==> src/rtl/red_seq_unit.sv <==
// Multi-cycle nibble reduction: sums the eight signed 4-bit lanes of A and B,
// one lane pair per clock, and reports the sign-extended total with a zero flag.
module red_seq_unit #(
   parameter int DATA_W  = 16,
   parameter int NIB_W   = 4,
   parameter int NUM_NIB = 4,
   parameter int ACC_W   = NIB_W + $clog2(2 * NUM_NIB)
) (
   input  logic              clk,
   input  logic              rst_n,
   input  logic              start,
   input  logic [DATA_W-1:0] A,
   input  logic [DATA_W-1:0] B,
   output logic              busy,
   output logic              done,
   output logic [DATA_W-1:0] result,
   output logic              zero
);

   localparam int CNT_W = (NUM_NIB > 1) ? $clog2(NUM_NIB) : 1;
   localparam logic [CNT_W-1:0] LAST_CNT = CNT_W'(NUM_NIB - 1);

   typedef enum logic [1:0] {
      S_IDLE,
      S_ACCUM,
      S_DONE
   } state_t;

   state_t            r_state;
   state_t            w_state_nxt;
   logic [DATA_W-1:0] r_op_a;
   logic [DATA_W-1:0] r_op_b;
   logic [DATA_W-1:0] r_result;
   logic [CNT_W-1:0]  r_cnt;
   logic [ACC_W-1:0]  r_acc;
   logic [ACC_W-1:0]  w_acc_nxt;
   logic [NIB_W-1:0]  w_nib_a;
   logic [NIB_W-1:0]  w_nib_b;
   logic              r_busy;
   logic              r_done;
   logic              r_zero;
   logic              w_accept;
   logic              w_last;

   // start is only honoured when no reduction is in flight.
   assign w_accept = start && (r_state == S_IDLE || r_state == S_DONE);
   assign w_last   = (r_cnt == LAST_CNT);

   assign w_nib_a   = r_op_a[r_cnt*NIB_W +: NIB_W];
   assign w_nib_b   = r_op_b[r_cnt*NIB_W +: NIB_W];
   assign w_acc_nxt = r_acc
                    + {{(ACC_W-NIB_W){w_nib_a[NIB_W-1]}}, w_nib_a}
                    + {{(ACC_W-NIB_W){w_nib_b[NIB_W-1]}}, w_nib_b};

   // NOTE: assign every always_comb output a default first so no path can infer a latch.
   always_comb begin
      w_state_nxt = r_state;
      case (r_state)
         S_IDLE:  if (start) w_state_nxt = S_ACCUM;
         S_ACCUM: if (w_last) w_state_nxt = S_DONE;
         S_DONE:  w_state_nxt = start ? S_ACCUM : S_IDLE;
         default: w_state_nxt = S_IDLE;
      endcase
   end

   // NOTE: sequential state uses non-blocking assignments so every register samples pre-edge values.
   always_ff @(posedge clk or negedge rst_n) begin
      if (!rst_n) begin
         r_state  <= S_IDLE;
         r_op_a   <= '0;
         r_op_b   <= '0;
         r_cnt    <= '0;
         r_acc    <= '0;
         r_result <= '0;
         r_zero   <= 1'b0;
         r_busy   <= 1'b0;
         r_done   <= 1'b0;
      end else begin
         r_state <= w_state_nxt;
         r_busy  <= (w_state_nxt == S_ACCUM);
         r_done  <= (w_state_nxt == S_DONE);
         if (w_accept) begin
            r_op_a <= A;
            r_op_b <= B;
            r_acc  <= '0;
            r_cnt  <= '0;
         end else if (r_state == S_ACCUM) begin
            r_acc <= w_acc_nxt;
            r_cnt <= r_cnt + 1'b1;
            if (w_last) begin
               r_result <= {{(DATA_W-ACC_W){w_acc_nxt[ACC_W-1]}}, w_acc_nxt};
               r_zero   <= (w_acc_nxt == '0);
            end
         end
      end
   end

   assign busy   = r_busy;
   assign done   = r_done;
   assign result = r_result;
   assign zero   = r_zero;

endmodule

==> config.mk <==
export PLATFORM = sky130hd
export DESIGN_NAME = red_seq_unit
export DESIGN_NICKNAME = d
export VERILOG_FILES = /design/src/rtl/red_seq_unit.sv
export SDC_FILE = /design/constraint.sdc
export NUM_CORES = 1
export LEC_CHECK = 0
export ABC_AREA = 0
export CAP_MARGIN = 20
export CORE_MARGIN = 1
export CORE_UTILIZATION = 30
export CTS_BUF_LIST = sky130_fd_sc_hd__clkbuf_2 sky130_fd_sc_hd__clkbuf_4 sky130_fd_sc_hd__clkbuf_8
export DETAILED_ROUTE_END_ITERATION = 6
export GPL_ROUTABILITY_DRIVEN = 0
export PLACE_DENSITY_LB_ADDON = 0.05
export RECOVER_POWER = 50
export SLEW_MARGIN = 20
export SYNTH_ARGS = -nofsm -noshare
export SYNTH_HDL_FRONTEND = slang
export SYNTH_SLANG_ARGS = --single-unit
==> constraint.sdc <==
create_clock -name clk -period 4.8 [get_ports clk]
set_input_delay 1.2 -clock clk [delete_from_list [all_inputs] [get_ports clk]]
set_output_delay 1.2 -clock clk [all_outputs]
set_load 0.005 [all_outputs]
# After elaboration in Yosys (flattened, before gate mapping)
# Index checks and enable logic that the tools add are counted.
# word_totals
mem_bits_ro	0
memories	0
output_inout_bits	19
inputBits	35
ff_bits	53
ramBits	0
latch_bits	0
# classes
n_eq_ne	5
add_sub_neg	3
muxes	8
n_reduce_logical	6
n_lt_le_gt_ge	0
n_shift	2
n_div	0
bitwise	1
mul	0
# ops
operator	n
variable part select 16 x 5 -> 4 bit	2
adder 7 bit	2
two-way mux 7 bit	2
two-way mux 2 bit	4
zero test 7 bit	1
equality test 2 bit (second input constant)	3
one-hot mux 2 bit (3 select lines)	1
equality test 2 x 1 -> 1 bit (second input constant)	2
AND reduction 3 bit	1
adder 2 x 1 -> 2 bit (second input constant)	1
zero test 2 bit	1
nonzero test 2 bit	1
logical AND 1 bit	1
logical OR 1 bit	1
two-way mux 1 bit	1
NOT 1 bit	1

# Longest topological paths before layout
# Gate-level depths: netlist (run 1).
# logic_depth
ltp_word	5
mapped_depth	13
depth_no_buf	12

# Worst setup path after synthesis (run 1)
# Ideal clock, no wire load.
# synth_timing
path_type	reg-to-reg
start	reg r_cnt[0]
end	reg r_zero, in the netlist zero
slack_ps	1643
setup_time_ps	103
path_stages_with_launch	10
path_buffers	1
arrival_time_ps	3054
cell_sequence	dfrtp_1 > buf_2 > mux4_2 > fa_1 > ha_1 > inv_1 > fa_1 > xnor2_1 > or4_1 > o41ai_2
# synth_via
elab_chain_len	4
elab_cells_between_ends	7
# synth_lines
element	line	rtl
from (decl)	34	logic [CNT_W-1:0] r_cnt;
from (signal assigned)	89	r_cnt <= r_cnt + 1'b1;
variable part select 16 x 5 -> 4 bit	49	assign w_nib_a = r_op_a[r_cnt*NIB_W +: NIB_W];
adder 7 bit	52	+ {{(ACC_W-NIB_W){w_nib_a[NIB_W-1]}}, w_nib_a}
adder 7 bit	53	+ {{(ACC_W-NIB_W){w_nib_b[NIB_W-1]}}, w_nib_b};
zero test 7 bit	92	r_zero <= (w_acc_nxt == '0);
to (signal assigned)	92	
to (decl)	41	logic r_zero;
# Several ways; a longest one is shown, not always the timed one.
# A chain may end at the register's enable or synchronous reset.

==> results of run 1 <==
layout make-up:
class / count / area, sq um / share of cell area, %
flip-flops and latches: 53 / 1330 / 40.6
clock inverters: 2 / 10.0 / 0.306
well taps: 105 / 131 / 4.02
inverters: 10 / 37.5 / 1.15
repair buffers: 55 / 537 / 16.4
clock buffers: 6 / 76.3 / 2.33
multi-input cells: 104 / 1150 / 35.2
sequential cells by signal, indices dropped and copies added (netlist names):
| register | count |
|---|---|
| r_cnt | 2 |
| result | 7 |
| busy | 1 |
| r_acc | 7 |
| r_state | 2 |
| r_op_a | 16 |
| zero | 1 |
| done | 1 |
| r_op_b | 16 |
synth_stat cells (all sizes together), types with 2 or more instances:
cell type	instances	share of area, %
mux4	9	8.0
o21ai	6	1.1
nor2b	2	0.48
buf	14	3.4
mux2	37	16
xor2	2	0.67
ha	6	2.9
a22o	6	2.1
fa	7	5.4
a21oi	2	0.38
o21bai	3	0.86
dfrtp	53	51
inv	10	1.4
nand2	8	1.1
nor2	3	0.43
clkbuf	2	0.29
xnor2	8	3.0
metal layers:
layer / global-route usage, % / share of wire, %
met4: 3.41 / 0.84
met5: 0 / 0
met3: 2.87 / 4.2
met2: 19.5 / 47
met1: 16.5 / 48
through the flow:
step / instance area, sq um / hold WS, ns / utilization [%] / setup WS [ns]
after floorplan: 2610 / 0.450 / - / 1.64
after global placement: 3190 / 0.469 / 38.3 / 1.34
after detailed placement: 3190 / 0.469 / 38.3 / 1.28
after CTS: 3280 / 0.496 / 39.3 / 1.28
after global routing: 3270 / 0.506 / 39.2 / 0.665
final: 3270 / 0.486 / 39.2 / 1.29
worst paths after layout:
check / from / endpoint / slack (ns) / depth (start not counted)
worst max-delay path: rst_n / r_op_a[11]$_DFFE_PN0P_ / 1.29 / 2
worst min-delay path: zero$_DFFE_PN0P_ / zero$_DFFE_PN0P_ / 0.49 / 2
worst max register to register: r_cnt[0]$_DFFE_PN0P_ / zero$_DFFE_PN0P_ / 1.36 / 8
worst min register to register: zero$_DFFE_PN0P_ / zero$_DFFE_PN0P_ / 0.49 / 2
max in group clk: start / r_acc[6]$_DFFE_PN0P_ / 1.31 / 4
min in group asynchronous: rst_n / r_op_b[10]$_DFFE_PN0P_ / 1.90 / 2
logic make-up after synthesis:
group           after synthesis  synth area share [%]
buf+inv                      26                  5.17
fa+ha+maj                    13                  8.23
simple gates                 15                  2.59
xor+xnor                     10                  3.64
flops                        53                  50.7
mux                          46                  24.0
compound gates               20                  5.65
==> flow_metrics.py, run 1 <==
metrics = {
    "outcome": {
        "status": "finished with violations",
        "violations": "max-capacitance violations, max-slew violations",
    },
    "logic_synthesis": {
        "syn-mean-instance-area_sq_um": 14.3,
        "async_flop_share_pct": 100,
        "synth.net_count": 231,
        "ys_seq_elements": 53,
        "yosysSeqAreaShare_pct": 50.7,
        "synth_ff_type": "dfrtp_1",
        "synthCells": 183,
        "ys_warn_count": 0,
        "synthesis.area_sq_mm": 0.00261,
        "synth_edf_count": 0,
        "yosysUniqueCellTypes": 27,
    },
    "sta": {
        "setup_tns_ns": 0,
        "layout_min_cycle_time_ns": 3.51,
        "setup_violations": 0,
        "period_share_pct": 73.2,
        "slew_headroom_pct": -90.0,
        "tightest_slew_ns": 2.85,
        "final-hold-violation-count": 0,
        "fin_skew_ns": 0.00486,
        "max_freq_mhz": 285,
        "rsz0062_at_grt": "no",
        "slew_viol_final": 71,
    },
    "clock_network": {
        "numCtsBuffers": 5,
        "postCtsSetupBuffers": 0,
        "clock_sinks": 53,
        "insertion_delay_ns": 0.30,
        "clkTransAtPathRegs_ns": 0.09,
        "cts_tree": "yes",
        "h-tree-depth": 2,
        "cts_hold_buf": 0,
        "cts_root_buffer": "clkbuf_8",
        "cts_resized": 0,
        "clock_path_buffers": 2,
    },
    "layout": {
        "num_antenna_cells": 0,
        "fin_cells": 335,
        "syn_to_final_growth_pct": 25.1,
        "fillers": 796,
        "final_cell_mix": "dfrtp_1 (53), clkdlybuf4s50_1 (47), mux2_2 (37)",
        "drive_above_1_share_pct": 24.8,
        "final_common_cell": "dfrtp_1",
        "layout.nets": 277,
    },
    "job": {
        "cap_violations": 2,
    },
    "critical_path": {
        "path_buf_inv": 2,
        "start_kind": "input pin",
        "critical_path_class": "input pin to async pin",
        "slowest_stage": "clkbuf_1",
        "cp_cell_sequence": "buf_2 -> clkbuf_1",
        "worstPathMaxFanout": 53,
        "worst_ep_required_time_ns": 4.60,
        "endpoint_kind": "async pin",
        "arrival_ns": 3.32,
        "cp_top_family": "buffers and inverters",
        "cpPeakStageDelay_ns": 2.01,
    },
    "floorplan": {
        "rows": 33,
        "die_area_sq_mm": 0.00909,
        "io_pins": 54,
        "die_x_microns": 95.3,
        "fp.coreArea_sq_mm": 0.00834,
        "die_h_microns": 95.3,
        "initial_core_util_pct": 31.3,
    },
    "global_route": {
        "grt_pass1_vias": 1690,
        "grt_overflow": 0,
        "grt.total_usage_pct": 12.2,
        "antenna_found_initial": 0,
        "grt_max_degree": 54,
        "grt_pass1_wl_microns": 8300,
    },
    "placement": {
        "place_hpwl_microns": 3790,
        "dp.cells": 327,
        "port_buffers": 53,
    },
    "route": {
        "drcViolationCount": 0,
        "drt_iter0_drc": 57,
        "wl_per_cell_microns": 14.9,
        "vias_per_cell": 4.66,
        "drt_pre_antenna_iters": 4,
        "vias": 1560,
        "ant_nets": 0,
        "drt-total-wl_microns": 5010,
    },
    "hold_path": {
        "min_path_type": "register to register",
    },
}
Power of run 1 is not shown: default switching activity piles up to over one toggle a cycle in this logic, so the estimate is an artifact.
==> run 2: changes to the inputs <==
clock period = 2.85 ns   (was 4.8 ns; I/O delays follow)
==> flow_metrics.py, run 2 (synthesis gave the netlist of run 1 again) <==
metrics = {
    "outcome": {
        "status": "finished with violations",
        "violations": "negative setup slack",
    },
    "critical_path": {
        "worstPathMaxFanout": 6,
        "rr_worst_depth": 9,
        "start_kind": "register",
        "arrival_ns": 3.28,
        "reg2reg_slack_ns": -0.23,
        "critical_path_class": "register to register",
        "worst_ep_required_time_ns": 3.05,
        "endpoint_kind": "register",
        "reg2reg_from": "r_cnt[0]$_DFFE_PN0P_",
        "r2r-end": "zero$_DFFE_PN0P_",
    },
    "hold_path": {
        "hold_end": "result[2]$_DFFE_PN0P_",
        "min_path_type": "register to register",
        "worstHoldStart": "result[2]$_DFFE_PN0P_",
        "min_path_cells": 2,
    },
    "layout": {
        "num_antenna_cells": 0,
        "drive_above_1_share_pct": 40.5,
        "syn_to_final_growth_pct": 39.1,
        "utilization_pct": 43.6,
        "reg_top3": "r_op_a x16, r_op_b x16",
        "layout.nets": 306,
        "final_common_cell": "dfrtp_1",
        "final_cell_mix": "dfrtp_1 (53), clkdlybuf4s50_1 (52), mux2_2 (35)",
        "postLayoutCellArea_sq_mm": 0.00363,
        "fillers": 750,
    },
    "floorplan": {
        "initial_core_util_pct": 31.3,
        "die_x_microns": 95.3,
        "fp.coreArea_sq_mm": 0.00834,
        "die_h_microns": 95.3,
        "die_area_sq_mm": 0.00909,
        "rows": 33,
        "io_pins": 54,
    },
    "global_route": {
        "grt_pass1_wl_microns": 9150,
        "grt_max_degree": 54,
        "antenna_found_initial": 0,
        "grt.total_usage_pct": 13.3,
        "grt_overflow": 0,
        "grt_pass1_vias": 1839,
    },
    "placement": {
        "post_dp_cell_area_sq_mm": 0.00339,
        "dpl_worst_slack_ns": -0.274,
        "place_hpwl_microns": 4030,
        "port_buffers": 53,
    },
    "job": {
        "cap_violations": 0,
    },
    "route": {
        "drcViolationCount": 0,
        "ant_nets": 0,
        "wl_per_cell_microns": 14.6,
        "vias": 1679,
        "drt-total-wl_microns": 5320,
        "vias_per_cell": 4.61,
        "drt_pre_antenna_iters": 4,
        "drt_iter0_drc": 16,
    },
    "sta": {
        "slew_headroom_pct": 12.7,
        "layout_min_cycle_time_ns": 3.08,
        "slew_viol_final": 0,
        "fin_skew_ns": 0.00610,
        "period_share_pct": 108,
        "setup_violations": 7,
        "max_freq_mhz": 324,
        "final-hold-violation-count": 0,
        "layout_setup_ws_ns": -0.235,
        "rsz0062_at_grt": "yes",
        "tightest_slew_ns": 1.31,
    },
    "clock_network": {
        "cts_root_buffer": "clkbuf_8",
        "clock_path_buffers": 2,
        "clkTransAtPathRegs_ns": 0.09,
        "numCtsBuffers": 5,
        "insertion_delay_ns": 0.30,
        "h-tree-depth": 2,
        "clock_sinks": 53,
        "cts_tree": "yes",
    },
}
==> run 2: cell types whose count changed in the layout (fill, tap and decap cells not counted), moves of 3 or more <==
cell,before,now
xnor2_1,7,4
clkdlybuf4s50_1,47,52
inv_2,0,3
inv_1,10,7
ha_1,6,3
dlygate4sd3_1,5,0
buf_4,1,26
xnor2_2,1,4
==> run 2: cell type report <==
class	instances	area (sq um)	share of cell area (%)
flip-flops and latches	53	1330	36.5
clock buffers	7	90.1	2.48
well taps	105	131	3.61
multi-input cells	104	1230	33.9
repair buffers	84	788	21.7
inverters	10	37.5	1.03
clock inverters	1	30.0	0.826
==> run 2: worst max-delay path by stage <==
stage                         start  slack, ns  cells past startpoint               end
2_1_floorplan  r_cnt[0]$_DFFE_PN0P_      -0.17                      9  zero$_DFFE_PN0P_
3_3_place_gp   r_cnt[0]$_DFFE_PN0P_      -0.20                      9  zero$_DFFE_PN0P_
3_5_place_dp   r_cnt[0]$_DFFE_PN0P_      -0.27                      9  zero$_DFFE_PN0P_
4_1_cts        r_cnt[0]$_DFFE_PN0P_      -0.28                      9  zero$_DFFE_PN0P_
5_1_grt        r_cnt[0]$_DFFE_PN0P_      -0.33                      9  zero$_DFFE_PN0P_
6_report       r_cnt[0]$_DFFE_PN0P_      -0.23                      9  zero$_DFFE_PN0P_
==> run 2: critical path, stage by stage, from the launching register on <==
cell and delay, ns:
dfrtp_1 0.40, buf_12 0.13, mux4_2 0.51, fa_1 0.52
ha_2 0.18, inv_2 0.04, fa_2 0.36, xnor2_2 0.15
or4_4 0.48, o41ai_2 0.21
==> run 2: repair_timing <==
item                                    4_1_cts  5_1_grt
resized for setup                            16        5
endpoints found under the setup margin        7        9
hold buffers                                  0        0
pin swaps                                    10       10
setup buffers                                 3        4
==> run 2: metal layers <==
layer  track usage (%)  vias to the layer above  routed length [microns]
li1                  -                      780                        -
met5                 0                        -                        0
met4              4.29                        0                       55
met3              2.71                        6                      174
met1              17.5                      850                     2520
met2              21.8                       43                     2570
==> run 2: per-stage QoR <==
step,cells,hold slack [ns],setup TNS (ns)
after floorplan,183,0.417,-0.270
after global placement,350,0.470,-0.736
after detailed placement,350,0.467,-1.10
after CTS,361,0.499,-0.884
after global routing,364,0.512,-1.50
final,364,0.493,-0.828
Power of run 2 is left out for the same reason.
==> run 3: changes to the inputs <==
CTS_CLUSTER_SIZE = 30   (was default)
SKIP_LAST_GASP = 1   (was default)
==> flow_metrics.py, run 3 (synthesis gave the netlist of run 1 again) <==
metrics = {
    "global_route": {
        "grt_pass1_vias": 1841,
        "antenna_found_initial": 0,
        "grt_max_degree": 54,
        "grt-busiest-layer": "met2",
        "grt.total_usage_pct": 13.3,
        "grt_use_met2_pct": 21.7,
        "grt_overflow": 0,
        "met1_usage_pct": 17.3,
        "met3_usage_pct": 2.95,
        "grt_pass1_wl_microns": 9140,
    },
    "sta": {
        "max_freq_mhz": 323,
        "final-hold-violation-count": 0,
        "layout_min_cycle_time_ns": 3.10,
        "hold_slack_ns": 0.493,
        "setup_tns_ns": -0.815,
        "rsz0062_at_grt": "yes",
        "period_share_pct": 109,
        "tightest_slew_ns": 1.31,
        "slew_viol_final": 0,
        "fin_skew_ns": 0.00605,
        "layout_setup_ws_ns": -0.246,
        "slew_headroom_pct": 12.7,
        "setup_violations": 7,
    },
    "route": {
        "drcViolationCount": 0,
        "vias_per_cell": 4.61,
        "drt_iter0_drc": 30,
        "ant_nets": 0,
        "vias": 1677,
        "wl_per_cell_microns": 14.6,
        "drt-total-wl_microns": 5330,
        "drt_pre_antenna_iters": 4,
    },
    "critical_path": {
        "worstPathMaxFanout": 6,
        "cp_cell_sequence": "buf_12 -> mux4_2 -> fa_1 -> ha_2 -> inv_2 -> fa_2 -> nand2_1 -> or4_1 -> o41ai_2",
        "startpoint": "r_cnt[0]$_DFFE_PN0P_",
        "arrival_ns": 3.30,
        "endpoint_kind": "register",
        "cpPeakStageDelay_ns": 0.53,
        "worst_ep_required_time_ns": 3.05,
        "cp_top_family": "adder cells",
        "reg2reg_from": "r_cnt[0]$_DFFE_PN0P_",
        "path_buf_inv": 2,
        "critical_path_class": "register to register",
        "start_kind": "register",
        "slowest_stage": "fa_1",
    },
    "layout": {
        "num_antenna_cells": 0,
        "syn_to_final_growth_pct": 38.5,
        "postLayoutCellArea_sq_mm": 0.00362,
        "drive_above_1_share_pct": 39.4,
        "fin_cells": 364,
        "final_common_cell": "dfrtp_1",
        "reg_top3": "r_op_a x16, r_op_b x16",
        "fillers": 751,
        "multi_input_area_sq_mm": 0.00122,
        "final_cell_mix": "dfrtp_1 (53), clkdlybuf4s50_1 (52), mux2_2 (36)",
        "regArea_sq_mm": 0.00133,
        "layout.nets": 306,
    },
    "outcome": {
        "violations": "negative setup slack",
        "status": "finished with violations",
    },
    "hold_path": {
        "min_path_type": "register to register",
        "worstHoldStart": "result[2]$_DFFE_PN0P_",
    },
    "clock_network": {
        "insertion_delay_ns": 0.30,
        "h-tree-depth": 2,
        "cts_root_buffer": "clkbuf_8",
        "clkTransAtPathRegs_ns": 0.09,
        "clock_sinks": 53,
        "cts_hold_buf": 0,
        "numCtsBuffers": 5,
        "clock_path_buffers": 2,
        "cts_tree": "yes",
    },
    "placement": {
        "port_buffers": 53,
        "place_hpwl_microns": 4030,
        "dp.cells": 350,
        "post_dp_cell_area_sq_mm": 0.00339,
    },
    "floorplan": {
        "die_area_sq_mm": 0.00909,
        "fp.coreArea_sq_mm": 0.00834,
        "initial_core_util_pct": 31.3,
        "rows": 33,
        "die_h_microns": 95.3,
        "io_pins": 54,
        "die_x_microns": 95.3,
    },
    "job": {
        "cap_violations": 0,
    },
}
[run 3: cell count changes in the layout (fill, tap and decap cells not counted)]
cell	before	now
inv_1	7	8
inv_2	3	2
mux2_2	35	36
mux2_4	2	1
or4_1	0	1
or4_4	1	0
xnor2_1	4	5
xnor2_2	4	3
[run 3: per-layer routing]
| layer | part of all wire (%) | vias to the layer above |
|---|---|---|
| li1 | - | 779 |
| met1 | 47 | 845 |
| met5 | 0 | - |
| met2 | 48 | 45 |
| met3 | 3.4 | 8 |
| met4 | 1.2 | 0 |
[run 3: per-stage QoR]
step           utilization [%]  setup slack [ns]
2_1_floorplan                -            -0.168
3_3_place_gp              40.7            -0.201
3_5_place_dp              40.7            -0.274
4_1_cts                   43.0            -0.283
5_1_grt                   43.4            -0.349
6_report                  43.4            -0.246
[run 3: what timing repair did]
action,in CTS,in global routing
buffers inserted,3,4
resized for setup,15,2
setup endpoints to repair,7,9
pin swaps,10,8
[run 3: layout make-up]
| type | instances | share of cell area (%) |
|---|---|---|
| Clock buffer | 7 | 2.49 |
| Clock inverter | 1 | 0.830 |
| Inverter | 10 | 1.04 |
| Multi-Input combinational cell | 104 | 33.6 |
| Sequential cell | 53 | 36.6 |
| Tap cell | 105 | 3.63 |
| Timing Repair Buffer | 84 | 21.8 |
[run 3: final timing paths]
kind / depth (start not counted) / slack, ns / endpoint
setup / recovery: 9 / -0.25 / zero$_DFFE_PN0P_
hold / removal: 2 / 0.49 / result[2]$_DFFE_PN0P_
setup reg to reg: 9 / -0.25 / zero$_DFFE_PN0P_
hold reg to reg: 2 / 0.49 / result[2]$_DFFE_PN0P_
max in group asynchronous: 2 / 1.28 / r_acc[3]$_DFFE_PN0P_
min in group asynchronous: 2 / 0.78 / r_op_b[6]$_DFFE_PN0P_
[run 3: worst register-to-register path: cells and delay by family (launching register included)]
family | cells | cell delay (ns)
buffers and inverters | 2 | 0.17
and+or+nand+nor | 2 | 0.47
AOI/OAI and AO/OA | 1 | 0.21
DFF | 1 | 0.40
muxes | 1 | 0.51
adders and majority gates | 3 | 1.23
Power of run 3 is left out for the same reason.
